$ cat config.mk
export PLATFORM = sky130hd
export DESIGN_NAME = main_control_fsm
export DESIGN_NICKNAME = d
export VERILOG_FILES = /design/src/rtl/cpu_ctrl_pkg.sv /design/src/rtl/main_control_fsm.sv
export SDC_FILE = /design/constraint.sdc
export NUM_CORES = 1
export LEC_CHECK = 0
export ABC_AREA = 1
export BUFFER_PORTS_ARGS = -buffer_cell sky130_fd_sc_hd__clkbuf_2
export CORE_ASPECT_RATIO = 1.25
export CORE_MARGIN = 2
export CORE_UTILIZATION = 35
export DETAILED_ROUTE_END_ITERATION = 16
export PLACE_DENSITY = 0.54
export SYNTH_ARGS = -nofsm -noshare
export SYNTH_HDL_FRONTEND = slang
export SYNTH_SLANG_ARGS = --single-unit
$ cat constraint.sdc
create_clock -name clk -period 3.1 [get_ports clk]
set_clock_uncertainty 0.1 [all_clocks]
set_input_delay 0.155 -clock clk [delete_from_list [all_inputs] [get_ports clk]]
set_output_delay 0.155 -clock clk [all_outputs]
set_load 0.01 [all_outputs]
$ cat src/rtl/cpu_ctrl_pkg.sv
// Shared encodings for the multicycle main control unit and the ALU control block.
package cpu_ctrl_pkg;

    localparam logic [3:0] S_FETCH     = 4'd0;
    localparam logic [3:0] S_DECODE    = 4'd1;
    localparam logic [3:0] S_MEM_ADDR  = 4'd2;
    localparam logic [3:0] S_MEM_READ  = 4'd3;
    localparam logic [3:0] S_MEM_WB    = 4'd4;
    localparam logic [3:0] S_MEM_WRITE = 4'd5;
    localparam logic [3:0] S_EXECUTE   = 4'd6;
    localparam logic [3:0] S_R_WB      = 4'd7;
    localparam logic [3:0] S_BRANCH    = 4'd8;
    localparam logic [3:0] S_JUMP      = 4'd9;
    localparam logic [3:0] S_IMM_EXEC  = 4'd10;
    localparam logic [3:0] S_IMM_WB    = 4'd11;

    localparam logic [5:0] OP_RTYPE = 6'b000000;
    localparam logic [5:0] OP_LW    = 6'b100011;
    localparam logic [5:0] OP_SW    = 6'b101011;
    localparam logic [5:0] OP_BEQ   = 6'b000100;
    localparam logic [5:0] OP_J     = 6'b000010;
    localparam logic [5:0] OP_ADDI  = 6'b001000;
    localparam logic [5:0] OP_ORI   = 6'b001101;

    localparam logic [1:0] ALU_ADD   = 2'b00;
    localparam logic [1:0] ALU_SUB   = 2'b01;
    localparam logic [1:0] ALU_FUNCT = 2'b10;
    localparam logic [1:0] ALU_ORI   = 2'b11;

    localparam logic [1:0] SRC_B_REG     = 2'b00;
    localparam logic [1:0] SRC_B_FOUR    = 2'b01;
    localparam logic [1:0] SRC_B_IMM     = 2'b10;
    localparam logic [1:0] SRC_B_IMM_SH2 = 2'b11;

    localparam logic [1:0] PC_SRC_ALU    = 2'b00;
    localparam logic [1:0] PC_SRC_ALUOUT = 2'b01;
    localparam logic [1:0] PC_SRC_JUMP   = 2'b10;

    function automatic logic is_legal_op(input logic [5:0] op);
        return (op == OP_RTYPE) || (op == OP_LW) || (op == OP_SW) || (op == OP_BEQ) ||
               (op == OP_J) || (op == OP_ADDI) || (op == OP_ORI);
    endfunction

endpackage

$ cat src/rtl/main_control_fsm.sv
// Multicycle main control FSM: sequences fetch/decode/execute/memory/write-back from the
// opcode, drives all datapath enables and selects, and counts retired instructions.
module main_control_fsm
    import cpu_ctrl_pkg::*;
(
    input  logic        clk,
    input  logic        rst_n,
    input  logic [5:0]  opcode,
    input  logic        mem_ready,
    output logic        pc_write,
    output logic        pc_write_cond,
    output logic        ir_write,
    output logic        i_or_d,
    output logic        mem_read,
    output logic        mem_write,
    output logic        reg_write,
    output logic        reg_dst,
    output logic        mem_to_reg,
    output logic        alu_src_a,
    output logic [1:0]  alu_src_b,
    output logic [1:0]  alu_op,
    output logic [1:0]  pc_source,
    output logic [3:0]  state,
    output logic        illegal_op,
    output logic [31:0] instr_retired
);

    logic [3:0]  state_q, state_d;
    logic [5:0]  op_q;
    logic [31:0] retired_q;
    logic        retire;

    always_comb begin
        state_d = S_FETCH;
        retire  = 1'b0;
        case (state_q)
            S_FETCH:     state_d = mem_ready ? S_DECODE : S_FETCH;
            S_DECODE: begin
                case (opcode)
                    OP_LW, OP_SW:     state_d = S_MEM_ADDR;
                    OP_RTYPE:         state_d = S_EXECUTE;
                    OP_BEQ:           state_d = S_BRANCH;
                    OP_J:             state_d = S_JUMP;
                    OP_ADDI, OP_ORI:  state_d = S_IMM_EXEC;
                    default:          state_d = S_FETCH;
                endcase
            end
            S_MEM_ADDR:  state_d = (op_q == OP_LW) ? S_MEM_READ : S_MEM_WRITE;
            S_MEM_READ:  state_d = mem_ready ? S_MEM_WB : S_MEM_READ;
            S_MEM_WRITE: begin
                state_d = mem_ready ? S_FETCH : S_MEM_WRITE;
                retire  = mem_ready;
            end
            S_EXECUTE:   state_d = S_R_WB;
            S_IMM_EXEC:  state_d = S_IMM_WB;
            S_MEM_WB, S_R_WB, S_BRANCH, S_JUMP, S_IMM_WB: begin
                state_d = S_FETCH;
                retire  = 1'b1;
            end
            default:     state_d = S_FETCH;
        endcase
    end

    always_ff @(posedge clk or negedge rst_n) begin
        if (!rst_n) begin
            state_q   <= S_FETCH;
            op_q      <= 6'd0;
            retired_q <= 32'd0;
        end else begin
            state_q <= state_d;
            if (state_q == S_DECODE) begin
                op_q <= opcode;
            end
            // Written only on retirement so the value otherwise holds untouched.
            if (retire) begin
                retired_q <= retired_q + 32'd1;
            end
        end
    end

    always_comb begin
        pc_write      = 1'b0;
        pc_write_cond = 1'b0;
        ir_write      = 1'b0;
        i_or_d        = 1'b0;
        mem_read      = 1'b0;
        mem_write     = 1'b0;
        reg_write     = 1'b0;
        reg_dst       = 1'b0;
        mem_to_reg    = 1'b0;
        alu_src_a     = 1'b0;
        alu_src_b     = SRC_B_REG;
        alu_op        = ALU_ADD;
        pc_source     = PC_SRC_ALU;
        illegal_op    = 1'b0;
        case (state_q)
            S_FETCH: begin
                mem_read  = 1'b1;
                alu_src_b = SRC_B_FOUR;
                // Gate with reset so IR/PC never load while held in reset.
                ir_write  = mem_ready & rst_n;
                pc_write  = mem_ready & rst_n;
            end
            S_DECODE: begin
                alu_src_b  = SRC_B_IMM_SH2;
                illegal_op = !is_legal_op(opcode);
            end
            S_MEM_ADDR: begin
                alu_src_a = 1'b1;
                alu_src_b = SRC_B_IMM;
            end
            S_MEM_READ: begin
                mem_read = 1'b1;
                i_or_d   = 1'b1;
            end
            S_MEM_WB: begin
                reg_write  = 1'b1;
                mem_to_reg = 1'b1;
            end
            S_MEM_WRITE: begin
                mem_write = 1'b1;
                i_or_d    = 1'b1;
            end
            S_EXECUTE: begin
                alu_src_a = 1'b1;
                alu_op    = ALU_FUNCT;
            end
            S_R_WB: begin
                reg_write = 1'b1;
                reg_dst   = 1'b1;
            end
            S_BRANCH: begin
                alu_src_a     = 1'b1;
                alu_op        = ALU_SUB;
                pc_write_cond = 1'b1;
                pc_source     = PC_SRC_ALUOUT;
            end
            S_JUMP: begin
                pc_write  = 1'b1;
                pc_source = PC_SRC_JUMP;
            end
            S_IMM_EXEC: begin
                alu_src_a = 1'b1;
                alu_src_b = SRC_B_IMM;
                alu_op    = (op_q == OP_ORI) ? ALU_ORI : ALU_ADD;
            end
            S_IMM_WB: reg_write = 1'b1;
            default: ;
        endcase
    end

    assign state         = state_q;
    assign instr_retired = retired_q;

endmodule

; Word level (Yosys, flattened, before mapping)
; Cells that the tools add are included.
; W data, S select, Z words.
[totals]
inputBits = 9
regBits = 42
word_cells = 63
[op_classes]
n_eq_ne = 19
n_mux = 22
bitwise = 1
n_reduce_logical = 17
n_addsub = 1
[op_table]
columns = cell, n
row1 = $add A32 B1 Y32 const B, 1
row2 = $pmux W4 S7, 1
row3 = $pmux W4 S5, 1
row4 = $eq A6 B4 Y1 const B, 3
row5 = $eq A6 B6 Y1 const B, 3
row6 = $eq A4 B3 Y1 const B, 4
row7 = $eq A4 B4 Y1 const B, 4
row8 = $pmux W2 S3, 2
row9 = $mux W1, 11
row10 = $reduce_or A2 Y1, 5
row11 = $mux W3, 3
row12 = $eq A4 B2 Y1 const B, 2
row13 = $eq A6 B2 Y1 const B, 1
row14 = $eq A6 B3 Y1 const B, 1
row15 = $logic_not A6 Y1, 1
row16 = $logic_or A1 B1 Y1, 6
row17 = $reduce_or A5 Y1, 1
row18 = $eq A4 B1 Y1 const B, 1
row19 = $logic_not A4 Y1, 1
row20 = $pmux W1 S2, 2
row21 = $pmux W2 S2, 1
row22 = $reduce_or A4 Y1, 1
row23 = $reduce_or A3 Y1, 1
row24 = $mux W2, 1
row25 = 2 further kinds, 2

; Depth between registers and ports, before layout
; Gate-level depths: netlist (run 1).
[depth]
depth_word = 9
depth_mapped = 10

; Least setup slack after synthesis (run 1)
; No wires, ideal clock.
[synth_path]
kind = reg-to-output
start = register state_q[3], in the netlist state[3]
end = output port illegal_op
arrival_time_ns = 1.402
n_path_buf = 1
path_stages_with_launch = 7
setup_slack_ns = 1.443
required_ns = 2.845
path_cell_list = dfrtp_1 -> nor2_1 -> inv_2 -> nor2_4 -> inv_2 -> buf_2 -> nor3_1
[synth_between]
elab_chain_cells = 2
[synth_lines]
columns = element, line_no
row1 = from (decl), main_control_fsm.sv:28  ; logic [3:0] state_q, state_d;
row2 = from (signal assigned), main_control_fsm.sv:70  ; state_q <= state_d;
row3 = $eq A4 B1 Y1, main_control_fsm.sv:96  ; case (state_q)
row4 = $mux W1, main_control_fsm.sv:96
row5 = to (decl), main_control_fsm.sv:24  ; output logic illegal_op,
; No other way between the ends.

; Worst setup path in the final report (run 1)
; Ends and elaborated chain as after synthesis.

==> results.rst, run 1 <==
.. list-table::
   :header-rows: 1

   * - Metric
     - Value
   * - Cell area after synthesis
     - 2810 µm²
   * - Maximum number of pins on one net before global-route repair
     - 46
   * - Vias in the first global route
     - 2737
   * - Post-route DRC violation count
     - 0
   * - Post-detailed-placement cell area
     - 3190 µm²
   * - Starting density of the core
     - 36.0%
   * - Cell-by-cell trace of the critical path
     - nor2_1 > inv_2 > nor2_4 > inv_2 > nor3_1 > clkbuf_2
   * - Hold Vio Cnt, Final
     - 0
   * - Total congestion overflow
     - 0
   * - Sink count of the clock tree
     - 42
   * - Highest attainable clock frequency
     - 0.496 GHz
   * - Clock latency reported for the late side of the worst-skew pair
     - 0.30 ns
   * - Horizontal die dimension
     - 84.1 µm
   * - Total die area
     - 8760 µm²
   * - Portion of the clock cycle consumed by the worst path in the final layout
     - 65.0%
   * - Crit path capture type
     - output port
   * - Reported max-cap violation count
     - 0
   * - Register bit count reported by yosys
     - 42
   * - Port-buffer cells
     - 61
   * - Area of the core
     - 7790 µm²
   * - Area fraction of the dominant cell type after synthesis
     - 37.4%
   * - Area Overhead vs Synth
     - 17.7%
   * - Fraction of layout instances using a drive strength above 1
     - 16.3%
   * - Cell Pwr Density
     - 423 nW/µm²
   * - Register-to-register setup slack
     - 1.22 ns
   * - Sequential element share of the synthesized area
     - 37.4%
   * - Leak Pwr
     - 1.65 nW
   * - Overall Global Routing Usage
     - 17.9%
   * - H-tree levels
     - 2
   * - Cells resized by post-CTS repair
     - 0
   * - Net count reported at finish
     - 517
   * - Quantity of hold-fixing buffers added after cts
     - 2
   * - Slowest cell on the critical path
     - sky130_fd_sc_hd__dfrtp_1
   * - Clock buffer count from CTS
     - 5
   * - Most common flop cell mapped by yosys
     - sky130_fd_sc_hd__dfrtp_1
   * - Clock Path Buffers
     - 2
   * - CTS tree
     - built
   * - Number of buffers and inverters on the critical path
     - 3
   * - Wire length of the first global-routing pass
     - 12800 µm
   * - Syn_area_per_cell
     - 6.34 µm²
   * - Max-slew headroom
     - 62.5%
   * - Root buffer cell
     - sky130_fd_sc_hd__clkbuf_8
   * - Leading cell types in the layout, fill and taps excluded
     - sky130_fd_sc_hd__nand2_1, sky130_fd_sc_hd__nor2_1, sky130_fd_sc_hd__clkbuf_2, sky130_fd_sc_hd__inv_1, sky130_fd_sc_hd__dfrtp_1
   * - Count of buffers added by post-CTS timing repair for setup
     - 0
   * - CP Max Fanout
     - 11
   * - Arrival time at the worst endpoint
     - 1.76 ns
   * - Total wire length after detailed routing
     - 7770 µm
   * - CP required
     - 2.84 ns
   * - Pins over their slew limit
     - 0
   * - Area contributors post-synth
     - sky130_fd_sc_hd__dfrtp_1, sky130_fd_sc_hd__nand2_1, sky130_fd_sc_hd__nor2_1
   * - Post-layout min period
     - 2.02 ns
   * - I/O pins
     - 62
   * - Final setup violation count
     - 0
   * - Setup tns final
     - 0 ns
   * - Library cell appearing most often on the critical path
     - sky130_fd_sc_hd__inv_2
   * - Total via count after detailed routing
     - 2878
   * - CTS clock-pin slew for the worst setup and hold paths
     - 0.08 ns
   * - Worst vdd rail ir drop
     - 0.238 mV
   * - Warning count from the yosys run
     - 0
   * - DP Wirelength
     - 5950 µm
   * - Delay of the slowest critical-path stage
     - 0.46 ns
   * - Synth area leader
     - sky130_fd_sc_hd__dfrtp_1
   * - Weighted congestion reported at the end of routability-driven placement
     - 0.896
   * - DRT antenna net count
     - 0
   * - RSZ-0062 raised after global routing
     - no
   * - Die Y-Extent
     - 104 µm
   * - Synth async-reset ratio
     - 100%
   * - Result of the run
     - completed
   * - Class of the worst hold path
     - in -> reg
   * - Syn Nets
     - 453
   * - Per-cell routed wire length
     - 12.9 µm
   * - DRC marker count from the first detailed-route iteration
     - 142
   * - Slew at the pin closest to its max-slew limit
     - 0.563 ns
   * - Hold WS
     - 0.0291 ns
   * - Final Cell Area
     - 3300 µm²
   * - CP Launch Type
     - register
   * - Post-Syn Instances
     - 443
   * - Worst Setup Path Type
     - reg -> out
   * - Fill count
     - 870
   * - Family with the most delay on the worst path
     - simple AND/OR/NAND/NOR gates
   * - Standard-cell row count
     - 36
   * - Number of antenna violations at the first check in global routing
     - 0
   * - Pre-antenna DRT Iters
     - 4
   * - Count of flip-flops with a built-in enable after synthesis
     - 0
   * - Leading cell type in the layout, fill and taps excluded
     - sky130_fd_sc_hd__nand2_1
   * - Antenna fix cells
     - 0
   * - Via-per-instance ratio
     - 4.77
   * - Number of distinct library cells after synthesis
     - 25
layer usage:
layer,vias up,track usage (%),routed length (µm)
li1,1495,-,-
met1,1306,20.8,3290
met4,0,5.88,184
met2,63,32.7,3930
met3,14,3.17,356
met5,-,0,0
metrics by stage:
stage                     cells  utilization [%]  total power, W  setup WS [ns]
after CTS                   603             42.4         0.00142           1.05
final                       603             42.4         0.00140           1.08
after detailed placement    593             41.0         0.00103           1.22
after floorplan             443                -        0.000911           1.44
after global routing        603             42.4         0.00148          0.944
after global placement      593             41.0         0.00102           1.28
synthesized netlist by cell type, types with 2 or more instances:
cell type	instances
sky130_fd_sc_hd__inv_1	46
sky130_fd_sc_hd__buf_4	2
sky130_fd_sc_hd__o21ai_0	11
sky130_fd_sc_hd__buf_2	4
sky130_fd_sc_hd__nor2_1	78
sky130_fd_sc_hd__xor2_1	13
sky130_fd_sc_hd__nand2_2	2
sky130_fd_sc_hd__nor3_1	2
sky130_fd_sc_hd__nor2_2	3
sky130_fd_sc_hd__nand4_1	12
sky130_fd_sc_hd__nand3_1	26
sky130_fd_sc_hd__nand2_1	178
sky130_fd_sc_hd__o211ai_1	2
sky130_fd_sc_hd__dfrtp_1	42
sky130_fd_sc_hd__inv_2	5
sky130_fd_sc_hd__o21ai_1	6
sky130_fd_sc_hd__nand3b_1	2
sky130_fd_sc_hd__xnor2_1	2
area by class of cell:
type,count,area (µm²),area share (%)
clock buffer,7,86.3,2.61
multi-input combinational,342,1510,45.8
tap,95,119,3.60
inverter,52,198,5.98
clock inverter,1,5.00,0.152
sequential,42,1050,31.8
timing repair buffer,64,333,10.1
kinds of logic (layout without fill, tap and decap cells):
logic type / Yosys count / in the layout / synth area share [%]
DFF: 42 / 42 / 37.4
AOI/OAI and AO/OA: 21 / 21 / 4.37
xor gates and xnor gates: 15 / 15 / 4.68
and+or+nand+nor: 305 / 305 / 44.4
adders and majority gates: 1 / 1 / 0.446
buffers and inverters: 59 / 124 / 8.69
worst paths after layout:
path	endpoint	cells past startpoint	start
max	illegal_op	6	state[3]
min	op_q[4]	3	opcode[4]
max reg2reg	instr_retired[24]	8	instr_retired[0]
min reg2reg	op_q[2]	2	op_q[2]
max in group asynchronous	instr_retired[28]	3	rst_n
min in group asynchronous	instr_retired[9]	3	rst_n
where the power goes:
| group | internal, W | switching [W] | total [W] |
|---|---|---|---|
| clock | 0.000180 | 0.000202 | 0.000382 |
| sequential | 0.000613 | 0.0000665 | 0.000680 |
| combinational | 0.000117 | 0.000218 | 0.000335 |
tightest hold or removal path, delay by kind of cell:
kind	cells	cell delay, ns
compound gates	1	0.08
buf+inv	2	0.15
sequential cells by signal, indices dropped and copies added (netlist names):
| signal | flops |
|---|---|
| instr_retired | 32 |
| state | 4 |
| op_q | 6 |
Note: power is estimated with default switching activity, not from simulation.
==> run 2, diff against run 1 <==
Clock period 3.1 ns to 1.9 ns, I/O delays scaled along.
==> results.rst, run 2 (same netlist as run 1, synthesis figures left out) <==
.. list-table::
   :header-rows: 1

   * - Metric
     - Value
   * - Result of the run
     - completed
   * - Crit path capture type
     - output port
   * - Slew at the pin closest to its max-slew limit
     - 0.557 ns
   * - Total wire length after detailed routing
     - 7960 µm
   * - Clock Path Buffers
     - 2
   * - CP Max Fanout
     - 11
   * - Final Cell Area
     - 3450 µm²
   * - Class of the worst hold path
     - in -> reg
   * - Standard-cell row count
     - 36
   * - Leading cell type in the layout, fill and taps excluded
     - sky130_fd_sc_hd__nand2_1
   * - DP Wirelength
     - 6250 µm
   * - Antenna fix cells
     - 0
   * - Internal power consumption
     - 0.00162 W
   * - Setup tns final
     - 0 ns
   * - Reported max-cap violation count
     - 0
   * - Final setup violation count
     - 0
   * - Root buffer cell
     - sky130_fd_sc_hd__clkbuf_8
   * - Switching fraction of total power
     - 33.6%
   * - CTS tree
     - built
   * - Post-layout min period
     - 1.80 ns
   * - Via-per-instance ratio
     - 4.73
   * - Clock buffer count from CTS
     - 5
   * - Largest register FFs
     - 32
   * - Overall Global Routing Usage
     - 18.6%
   * - Die Y-Extent
     - 104 µm
   * - Sink count of the clock tree
     - 42
   * - Sw Pwr
     - 0.000819 W
   * - Pre-antenna DRT Iters
     - 4
   * - Wire length of the first global-routing pass
     - 13300 µm
   * - Worst Setup Path Type
     - reg -> out
   * - Area Overhead vs Synth
     - 22.8%
   * - Maximum number of pins on one net before global-route repair
     - 43
   * - Arrival time at the worst endpoint
     - 1.60 ns
   * - Combinational power share
     - 24.3%
   * - DRC marker count from the first detailed-route iteration
     - 103
   * - DRT antenna net count
     - 0
   * - I/O pins
     - 62
   * - RSZ-0062 raised after global routing
     - no
   * - Post-detailed-placement cell area
     - 3240 µm²
   * - CTS clock-pin slew for the worst setup and hold paths
     - 0.08 ns
   * - Number of antenna violations at the first check in global routing
     - 0
   * - Total die area
     - 8760 µm²
   * - Per-cell routed wire length
     - 12.9 µm
   * - Cell Pwr Density
     - 706 nW/µm²
   * - Hold WS
     - 0.0711 ns
   * - H-tree levels
     - 2
   * - CP Launch Type
     - register
   * - Clock network power share
     - 29.9%
   * - Vias in the first global route
     - 2805
   * - Total power consumption of the routed design
     - 0.00243 W
   * - Leading cell types in the layout, fill and taps excluded
     - sky130_fd_sc_hd__nand2_1, sky130_fd_sc_hd__nor2_1, sky130_fd_sc_hd__clkbuf_2, sky130_fd_sc_hd__inv_1, sky130_fd_sc_hd__dfrtp_1
   * - Sequential group share of total power
     - 45.8%
   * - CP required
     - 1.70 ns
   * - Final core utilization
     - 44.2%
   * - Net count reported at finish
     - 529
   * - Portion of the clock cycle consumed by the worst path in the final layout
     - 94.6%
   * - Clock latency reported for the late side of the worst-skew pair
     - 0.30 ns
   * - Total congestion overflow
     - 0
   * - Hold Vio Cnt, Final
     - 0
   * - Fraction of layout instances using a drive strength above 1
     - 19.0%
   * - Area of the core
     - 7790 µm²
   * - Pins over their slew limit
     - 0
   * - Port-buffer cells
     - 61
   * - Worst vdd rail ir drop
     - 0.547 mV
   * - Starting density of the core
     - 36.0%
   * - Horizontal die dimension
     - 84.1 µm
   * - Weighted congestion reported at the end of routability-driven placement
     - 0.890
   * - Total via count after detailed routing
     - 2912
   * - Post-route DRC violation count
     - 0
   * - Leak Pwr
     - 1.71 nW
   * - Max-slew headroom
     - 62.8%
   * - Highest attainable clock frequency
     - 0.556 GHz
[run 2: worst paths after layout]
path                             startpoint                end  slack [ns]  depth (start not counted)
max                                state[1]         illegal_op        0.10                          6
min                               mem_ready           state[0]        0.07                          4
max reg2reg                instr_retired[0]  instr_retired[22]        0.17                          8
min reg2reg                         op_q[2]            op_q[2]        0.41                          2
max in group asynchronous             rst_n           state[1]        0.92                          3
min in group asynchronous             rst_n   instr_retired[4]        0.36                          3
[run 2: worst max-delay path, cell delays in order (launching register included)]
cell and delay [ns]:
sky130_fd_sc_hd__dfrtp_2 0.47, sky130_fd_sc_hd__nor2_2 0.17, sky130_fd_sc_hd__inv_2 0.09, sky130_fd_sc_hd__nor2_4 0.13, sky130_fd_sc_hd__inv_2 0.09, sky130_fd_sc_hd__nor3_1 0.20, sky130_fd_sc_hd__clkbuf_2 0.16
[run 2: layout make-up]
type | count | area [µm²]
Sequential cell | 42 | 1050
Timing Repair Buffer | 76 | 435
Multi-Input combinational cell | 342 | 1530
Tap cell | 95 | 119
Clock buffer | 6 | 72.6
Clock inverter | 2 | 37.5
Inverter | 52 | 198
Fill cell | 866 | 4350
[run 2: what timing repair did]
item	4_1_cts	5_1_grt
setup buffers	1	0
hold buffers	7	0
gates resized for setup	2	8
endpoints found under the setup margin	1	10
pin swaps	1	0
hold endpoints to repair	48	0
[run 2: stage by stage]
stage,instances,setup WS (ns)
global placement,599,0.198
detailed placement,599,0.104
floorplan,443,0.297
finish,615,0.102
CTS,615,0.0241
global route,615,0.00662
[run 2: per-layer routing]
| metal | track usage [%] | part of all wire, % | up-vias |
|---|---|---|---|
| li1 | - | - | 1516 |
| met1 | 22.4 | 41 | 1318 |
| met2 | 34.3 | 53 | 71 |
| met3 | 2.70 | 4.5 | 7 |
| met4 | 4.84 | 1.6 | 0 |
| met5 | 0 | 0 | - |
[run 2: power by group through the flow]
stage	clock (W)	combinational, W	sequential (W)
final	0.000729	0.000592	0.00111
after detailed placement	0	0.000568	0.00113
after global routing	0.000779	0.000668	0.00113
after CTS	0.000759	0.000592	0.00111
after global placement	0	0.000569	0.00112
after floorplan	0	0.000358	0.00113
